===== src/rtl/pipe_ctrl_pkg.sv =====
// pipe_ctrl_pkg: stall encodings and controller state type shared by the pipeline controller
package pipe_ctrl_pkg;
  localparam logic [5:0] STALL_NONE = 6'b000000;
  localparam logic [5:0] STALL_LU = 6'b000111;
  localparam logic [5:0] STALL_EX = 6'b001111;
  typedef enum logic [1:0] {RUN, LU_STALL, EX_STALL, FLUSH} state_t;
endpackage


===== src/rtl/pipe_ctrl_hazard_det.sv =====
// pipe_ctrl_hazard_det: load-use hazard comparator between decode reads and the EX load destination
module pipe_ctrl_hazard_det (
  input  logic       id_reg1_read_i,
  input  logic       id_reg2_read_i,
  input  logic [4:0] id_reg1_addr_i,
  input  logic [4:0] id_reg2_addr_i,
  input  logic       ex_is_load_i,
  input  logic       ex_wreg_i,
  input  logic [4:0] ex_wd_i,
  output logic       lu_hit
);
  assign lu_hit = ex_is_load_i && ex_wreg_i && (ex_wd_i != 5'd0) &&
                  ((id_reg1_read_i && id_reg1_addr_i == ex_wd_i) ||
                   (id_reg2_read_i && id_reg2_addr_i == ex_wd_i));
endmodule


===== src/rtl/pipe_ctrl.sv =====
// pipe_ctrl: merges flush, EX busy and load-use hazards into stall/flush controls with stall statistics
module pipe_ctrl import pipe_ctrl_pkg::*; #(
  parameter int STALL_W = 6,
  parameter int TIMEOUT = 255,
  parameter int CNT_W = 32
) (
  input  logic               clk,
  input  logic               rst,
  input  logic               id_reg1_read_i,
  input  logic               id_reg2_read_i,
  input  logic [4:0]         id_reg1_addr_i,
  input  logic [4:0]         id_reg2_addr_i,
  input  logic               ex_is_load_i,
  input  logic               ex_wreg_i,
  input  logic [4:0]         ex_wd_i,
  input  logic               ex_stallreq_i,
  input  logic               flush_req_i,
  input  logic [31:0]        flush_pc_i,
  output logic [STALL_W-1:0] stall_o,
  output logic               flush_o,
  output logic [31:0]        new_pc_o,
  output logic [CNT_W-1:0]   stall_cnt_o,
  output logic               timeout_o
);
  localparam int RW = $clog2(TIMEOUT + 1);
  state_t state, state_n;
  logic lu_hit, stall_any;
  logic [RW-1:0] run;
  pipe_ctrl_hazard_det u_hd (
    .id_reg1_read_i(id_reg1_read_i),
    .id_reg2_read_i(id_reg2_read_i),
    .id_reg1_addr_i(id_reg1_addr_i),
    .id_reg2_addr_i(id_reg2_addr_i),
    .ex_is_load_i(ex_is_load_i),
    .ex_wreg_i(ex_wreg_i),
    .ex_wd_i(ex_wd_i),
    .lu_hit(lu_hit)
  );
  always_ff @(posedge clk) state <= rst ? RUN : state_n;
  // the flush cycle itself never stalls; a hazard seen in LU_STALL is the one already bubbled
  always_comb begin
    state_n = RUN;
    stall_o = STALL_W'(STALL_NONE);
    if (flush_req_i) state_n = FLUSH;
    else if (state == FLUSH) state_n = RUN;
    else if (ex_stallreq_i) begin
      state_n = EX_STALL;
      stall_o = STALL_W'(STALL_EX);
    end else if (lu_hit && state != LU_STALL) begin
      state_n = LU_STALL;
      stall_o = STALL_W'(STALL_LU);
    end
    if (rst) stall_o = '0;
  end
  assign stall_any = |stall_o;
  always_ff @(posedge clk) begin
    if (rst) begin
      flush_o <= 1'b0;
      new_pc_o <= '0;
      stall_cnt_o <= '0;
      run <= '0;
      timeout_o <= 1'b0;
    end else begin
      flush_o <= flush_req_i;
      new_pc_o <= flush_req_i ? flush_pc_i : new_pc_o;
      stall_cnt_o <= stall_cnt_o + CNT_W'(stall_any && !(&stall_cnt_o));
      run <= stall_any ? run + RW'(run != RW'(TIMEOUT)) : '0;
      timeout_o <= timeout_o | (stall_any && run >= RW'(TIMEOUT - 1));
    end
  end
endmodule


===== config.mk =====
export PLATFORM = sky130hd
export DESIGN_NAME = pipe_ctrl
export DESIGN_NICKNAME = d
export VERILOG_FILES = /design/src/rtl/pipe_ctrl_pkg.sv /design/src/rtl/pipe_ctrl_hazard_det.sv /design/src/rtl/pipe_ctrl.sv
export SDC_FILE = /design/constraint.sdc
export NUM_CORES = 1
export LEC_CHECK = 0
export BUFFER_PORTS_ARGS = -buffer_cell sky130_fd_sc_hd__buf_2
export CORE_MARGIN = 2
export CORE_UTILIZATION = 35
export DETAILED_ROUTE_END_ITERATION = 7
export PLACE_DENSITY = 0.7
export SLEW_MARGIN = 0
export SYNTH_ARGS = -nofsm -noshare
export SYNTH_HDL_FRONTEND = slang
export SYNTH_SLANG_ARGS = --single-unit

===== constraint.sdc =====
create_clock -name clk -period 2.65 [get_ports clk]
set_clock_uncertainty 0.1 [all_clocks]
set_input_delay 0.1325 -clock clk [delete_from_list [all_inputs] [get_ports clk]]
set_output_delay 0.1325 -clock clk [all_outputs]
set_load 0.03 [all_outputs]

==> impl_metrics.csv, run 1 <==
group,metric,value,unit
hold_path,hold_class,"primary input to flop",
routing,dr_total_vias,3127,
routing,ant_nets,0,
yosys,synthAdderAreaFrac,1.49,%
global_route,grt_pass1_vias,3095,
clock_tree,path_clk_slew,0.09,ns
global_route,grt_max_degree,67,
yosys,synth.mux.area_fraction,9.52,%
clock_tree,cts_root_buf,"clkbuf_8",
timing,slew_headroom,53.5,%
layout,final_area,4920,um^2
floorplanning,dieArea,10400,um^2
critical_path,cp_max_fo,13,
placement,dp_slack,-0.0572,ns
clock_tree,cts_tree,"built",
pwr,pwr-share-comb,13.0,%
routing,first_iter_violations,87,
critical_path,end_kind,"flop",
critical_path,regToRegSetupSlack,0.15,ns
yosys,avgSynthCellArea,9.56,um^2
clock_tree,cts_num_sinks,76,
critical_path,crit_buf_inv,2,
timing,post-route-period-util,94.2,%
global_route,grt_pass1_wl,13.5,mm
layout,num-fill-cells,811,
floorplanning,num_io_pins,127,
pwr,peakVddDrop,0.338,mV
timing,hold_viol,0,
critical_path,crit_required,2.75,ns
layout,fin_nets,598,
critical_path,path_cells,"and4_4, nand3_4, nor4_1, buf_4, nor4_2, ha_2, ha_1, nand4_1, buf_6, nor2_1, nand4_1, xor2_1, nor2_1",
floorplanning,core_area,9280,um^2
pwr,p_int,1.77,mW
timing,tightest_slew,0.698,ns
timing,fmaxAchievable,0.401,GHz
placement,post-dp-hpwl,5.77,mm
yosys,synth_top_family_by_area,"simple AND/OR/NAND/NOR gates",
global_route,grt_overflow,0,
run_status,status,"finished, final reports clean",
critical_path,arrival,2.60,ns
timing,layout_min_cycle_time,2.50,ns
timing,rsz0062_at_grt,"true",
clock_tree,h-tree-depth,3,
timing,drv_slew,0,
pwr,clockPowerShare,37.1,%
clock_tree,clockBufferDepth,2,
critical_path,timing.rr.end,"stall_cnt_o[12]",
yosys,synthXorXnorAreaFrac,10.9,%
critical_path,cp-endpoint,"stall_cnt_o[12]",
layout,syn_to_final_growth,46.2,%
critical_path,slowest_delay,0.37,ns
floorplanning,rows,35,
yosys,synth_compound_area_share,2.90,%
yosys,yosysWarnings,0,
routing,route.detailed.drc,0,
pwr,switchingPower,0.618,mW
critical_path,crit_slowest_cell,"dfxtp_1",
layout,diodes,0,
placement,placed_area,4330,um^2
yosys,synthSimpleGateAreaFrac,26.0,%
yosys,synth_cell_types,40,
routing,routed_wl,8.53,mm
placement,portBuffers,124,
critical_path,crit_path_start,"stall_cnt_o[12]",
global_route,antenna_found_initial,0,
critical_path,reg2reg_from,"stall_cnt_o[12]",
pwr,p_leak,2.26,nW
routing,avgRoutedWirePerCell,12.7,um
critical_path,critical_path_depth,13,
critical_path,start_kind,"flop",
routing,first_pass_iters,4,
floorplanning,fp.dieH,102,um
clock_tree,cts-buffers-inserted,9,
floorplanning,start_util,36.2,%
global_route,grtUsageTotal,16.2,%
layout,utilization,53.0,%
routing,viasPerCell,4.65,
floorplanning,dieWidth,102,um
pwr,power_frac_seq,50.0,%
critical_path,crit_family,"simple AND/OR/NAND/NOR gates",
pwr,switching_share,25.9,%
clock_tree,clock_latency,0.34,ns
layout,layout-drive-gt1-share,39.3,%
critical_path,worstSetupPathType,"flop to flop",
timing,worst_slack,0.154,ns
yosys,ys_ff_latch,76,
yosys,syn_inst,352,
timing,setup-violations-final,0,
flow_run,cap_violations,0,
placement,gp_congestion,0.757,
yosys,synth_area,3360,um^2
pwr,finalPower,2.39,mW
critical_path,r2r_cells,13,
pwr,power.density,485,nW/um^2
yosys,synth_seq_area_share,45.2,%
## registers in the layout (all words and copies together) (netlist names)
name,cells
flush_o,1
state,2
stall_cnt_o,32
run,8
timeout_o,1
new_pc_o,32
## repair_timing
item / CTS / global route
setup endpoints to repair: 0 / 15
hold buffers: 33 / 0
hold endpoints to repair: 33 / 0
buffers inserted: 0 / 1
gates resized for setup: 0 / 10
## worst min-delay path, cell delays in order
cell and delay [ns]:
buf_2 0.09, a21o_1 0.12, buf_4 0.19, nor4_1 0.07
## power by group through the flow
stage	sequential, mW	combinational [mW]	clock [mW]
global route	1.20	0.332	0.966
global placement	1.22	0.264	0
detailed placement	1.22	0.269	0
CTS	1.19	0.306	0.914
floorplan	1.28	0.111	0
finish	1.19	0.309	0.885
## layout make-up
cell class | instances | area (um^2) | area share [%]
clock buffers | 10 | 138 | 2.80
multi-input cells | 250 | 1760 | 35.8
flip-flops and latches | 76 | 1530 | 31.1
repair buffers | 195 | 1240 | 25.2
clock inverters | 6 | 63.8 | 1.30
well taps | 129 | 161 | 3.28
inverters | 7 | 26.3 | 0.534
## cell usage after synthesis, drive strengths merged
library cell  count  share of area, %
nand2b            1              0.19
a21oi             8               1.3
and2              2              0.37
nand3            13               2.5
clkbuf            9               1.0
nor3             10               2.1
or2               1              0.19
or3               4              0.78
xor2             10               2.6
and3              2              0.37
conb              1              0.11
xnor2            32               8.3
o31ai             1              0.22
a21o              1              0.22
and4              6               1.8
nor2             65               7.3
buf              11               2.0
o21ai             5              0.74
mux2i            32               9.5
nand2            18               2.0
nor4             18               5.2
nor2b             2              0.37
dfxtp            76                45
o211ai            1              0.22
ha                4               1.5
o22ai             1              0.19
nand4            11               2.9
inv               7              0.78
## worst min-delay path by stage
| stage | depth (start not counted) | from | end |
|---|---|---|---|
| floorplan | 1 | ex_stallreq_i | state[0] |
| CTS | 4 | rst | run[7] |
| detailed placement | 3 | flush_pc_i[0] | new_pc_o[0] |
| global placement | 3 | flush_pc_i[31] | new_pc_o[31] |
| global route | 4 | rst | run[6] |
| finish | 4 | rst | run[7] |
## cells in the final DEF (no fill, tap or decap), drive strengths merged
master,instances
and3,2
clkbuf,10
and2,2
xnor2,32
clkinvlp,2
nor4,18
conb,2
o31ai,1
nand3,13
and4,6
inv,7
buf,162
xor2,10
nor2b,2
nand2,18
nand2b,1
or3,4
dfxtp,76
dlygate4sd3,33
bufinv,1
o22ai,1
nand4,11
o211ai,1
a21oi,8
ha,4
nor3,10
clkinv,3
mux2i,32
or2,1
o21ai,5
nor2,65
a21o,1
## per-stage QoR
| stage | hold WS [ns] | instances | TNS, ns |
|---|---|---|---|
| 5_1_grt | 0.210 | 673 | -0.0229 |
| 2_1_floorplan | 0.137 | 353 | 0 |
| 3_5_place_dp | 0.277 | 623 | -0.206 |
| 6_report | 0.205 | 673 | 0 |
| 3_3_place_gp | 0.266 | 623 | 0 |
| 4_1_cts | 0.173 | 672 | 0 |
## per-layer routing
layer  share of wire [%]  wire length [um]  track usage, %
met2                  48              4090            28.8
met1                  45              3800            19.1
met5                   0                 0               0
met3                 6.6               567            5.06
met4                0.83                71            3.79
## logic make-up after synthesis
kind of cell               after synthesis
muxes                                   32
other                                    1
xor gates and xnor gates                42
and+or+nand+nor                        153
adders and majority gates                4
buffers and inverters                   27
DFF                                     76
AOI/OAI and AO/OA                       17
Note: power is estimated with default switching activity, not from simulation.
==> inputs of run 2 (changes only) <==
Settings changed: CORE_MARGIN 2 to default.
==> run 2 against run 1 <==
Net effect:
- sequential power barely moved
- first-iteration DRC count fell by 10%
- largest cell class unchanged
- die area fell by 3.9%
- critical endpoint is now stall_cnt_o[24]
- critical path type unchanged
- count of clock-buffer cells in the layout rose by 2
- largest power group unchanged
- non-clock buffer count rose by 1
- clock power rose by 2%
==> impl_metrics.csv, run 2 (synthesized netlist as in run 1, its figures left out) <==
group,metric,value,unit
timing,hold_viol,0,
global_route,grt_pass1_vias,3092,
critical_path,regToRegSetupSlack,0.12,ns
timing,post-route-period-util,95.4,%
floorplanning,start_util,36.2,%
layout,syn_to_final_growth,46.5,%
timing,setup-violations-final,0,
floorplanning,core_area,9280,um^2
critical_path,worstSetupPathType,"flop to flop",
hold_path,worstHoldStart,"rst",
critical_path,start_kind,"flop",
floorplanning,dieArea,10000,um^2
layout,fin_nets,599,
layout,layout-drive-gt1-share,38.9,%
routing,avgRoutedWirePerCell,12.7,um
critical_path,end_kind,"flop",
pwr,finalPower,2.40,mW
critical_path,reg2reg_from,"stall_cnt_o[18]",
routing,ant_nets,0,
critical_path,crit_required,2.76,ns
routing,first_iter_violations,78,
global_route,grt_pass1_wl,13.8,mm
routing,viasPerCell,4.65,
placement,post-dp-hpwl,5.67,mm
floorplanning,num_io_pins,127,
hold_path,whs_path_depth,4,
floorplanning,fp.dieH,100,um
global_route,grtUsageTotal,17.6,%
clock_tree,clock_latency,0.34,ns
pwr,peakVddDrop,0.319,mV
placement,gp_congestion,0.794,
timing,fmaxAchievable,0.395,GHz
run_status,status,"finished, final reports clean",
clock_tree,cts-buffers-inserted,9,
clock_tree,path_clk_slew,0.08,ns
clock_tree,cts_num_sinks,76,
global_route,grt_overflow,0,
layout,utilization,53.1,%
layout,finalNonFillerCells,674,
layout,layout_common_cells,"buf_2 (124), dfxtp_1 (69), nor2_1 (65)",
clock_tree,cts_root_buf,"clkbuf_8",
routing,dr_total_vias,3133,
critical_path,arrival,2.64,ns
global_route,antenna_found_initial,0,
hold_path,holdPathEnd,"run[7]",
pwr,power.density,488,nW/um^2
flow_run,cap_violations,0,
routing,route.detailed.drc,0,
clock_tree,clockBufferDepth,2,
timing,tightest_slew,0.692,ns
floorplanning,rows,35,
placement,dp_cells,624,
floorplanning,dieWidth,100,um
critical_path,cp_max_fo,13,
hold_path,hold_class,"primary input to flop",
clock_tree,cts_tree,"built",
placement,portBuffers,124,
routing,routed_wl,8.59,mm
clock_tree,h-tree-depth,3,
routing,first_pass_iters,4,
timing,layout_min_cycle_time,2.53,ns
critical_path,timing.rr.end,"stall_cnt_o[24]",
layout,top_regs,"new_pc_o: 32 flops, stall_cnt_o: 32 flops, run: 8 flops",
timing,drv_slew,0,
critical_path,r2r_cells,12,
timing,slew_headroom,53.9,%
timing,rsz0062_at_grt,"true",
global_route,grt_max_degree,67,
layout,mostFrequentLayoutCell,"buf_2",
pwr,p_leak,2.26,nW
layout,diodes,0,
timing,whs,0.171,ns
[run 2: final cells by class]
class / count / area, um^2
Timing Repair Buffer: 196 / 1260
Clock buffer: 12 / 155
Multi-Input combinational cell: 250 / 1750
Fill cell: 869 / 4360
Sequential cell: 76 / 1530
Inverter: 7 / 26.3
Tap cell: 129 / 161
Clock inverter: 4 / 47.5
[run 2: through the flow]
| step | cell area, um^2 | worst slack [ns] | setup TNS (ns) |
|---|---|---|---|
| final | 4930 | 0.121 | 0 |
| after floorplan | 3380 | 0.00357 | 0 |
| after global placement | 4350 | 0.0247 | 0 |
| after global routing | 4930 | -0.00929 | -0.0149 |
| after detailed placement | 4350 | -0.0208 | -0.0743 |
| after CTS | 4890 | 0.0535 | 0 |
[run 2: worst max-delay path: stages (launching register included)]
cell,delay (ns)
dfxtp_2,0.35
and4_2,0.25
nand4_4,0.11
nor4_2,0.05
buf_4,0.13
nor4_1,0.19
ha_2,0.26
ha_1,0.17
nand4_1,0.12
buf_6,0.17
nor4_2,0.29
xnor2_1,0.16
nor2_1,0.05
[run 2: how the worst max path moves through the flow]
stage               startpoint              end  cells after the start
4_1_cts        stall_cnt_o[24]  stall_cnt_o[14]                     13
3_5_place_dp        ex_wd_i[4]   stall_cnt_o[6]                     12
2_1_floorplan   stall_cnt_o[8]  stall_cnt_o[18]                     11
6_report       stall_cnt_o[18]  stall_cnt_o[24]                     12
5_1_grt        stall_cnt_o[18]  stall_cnt_o[24]                     12
3_3_place_gp        ex_wd_i[1]  stall_cnt_o[12]                     14
[run 2: what timing repair did]
action,4_1_cts,5_1_grt
hold buffers,33,0
endpoints found under the setup margin,0,12
endpoints found under the hold margin,34,0
gates resized for setup,0,6
buffers inserted,0,1
[run 2: power by group]
group          total (mW)  leakage (nW)  switching [mW]  internal, mW
Sequential           1.19         0.623          0.0182          1.17
Clock               0.903         0.102           0.419         0.484
Combinational       0.307          1.53           0.173         0.134
[run 2: metal layers]
metal,share of wire (%),GRT usage [%],vias to the layer above
met5,0,0,-
met2,49,31.0,92
li1,-,-,1584
met3,5.8,5.36,10
met1,44,20.4,1447
met4,1.4,5.57,0
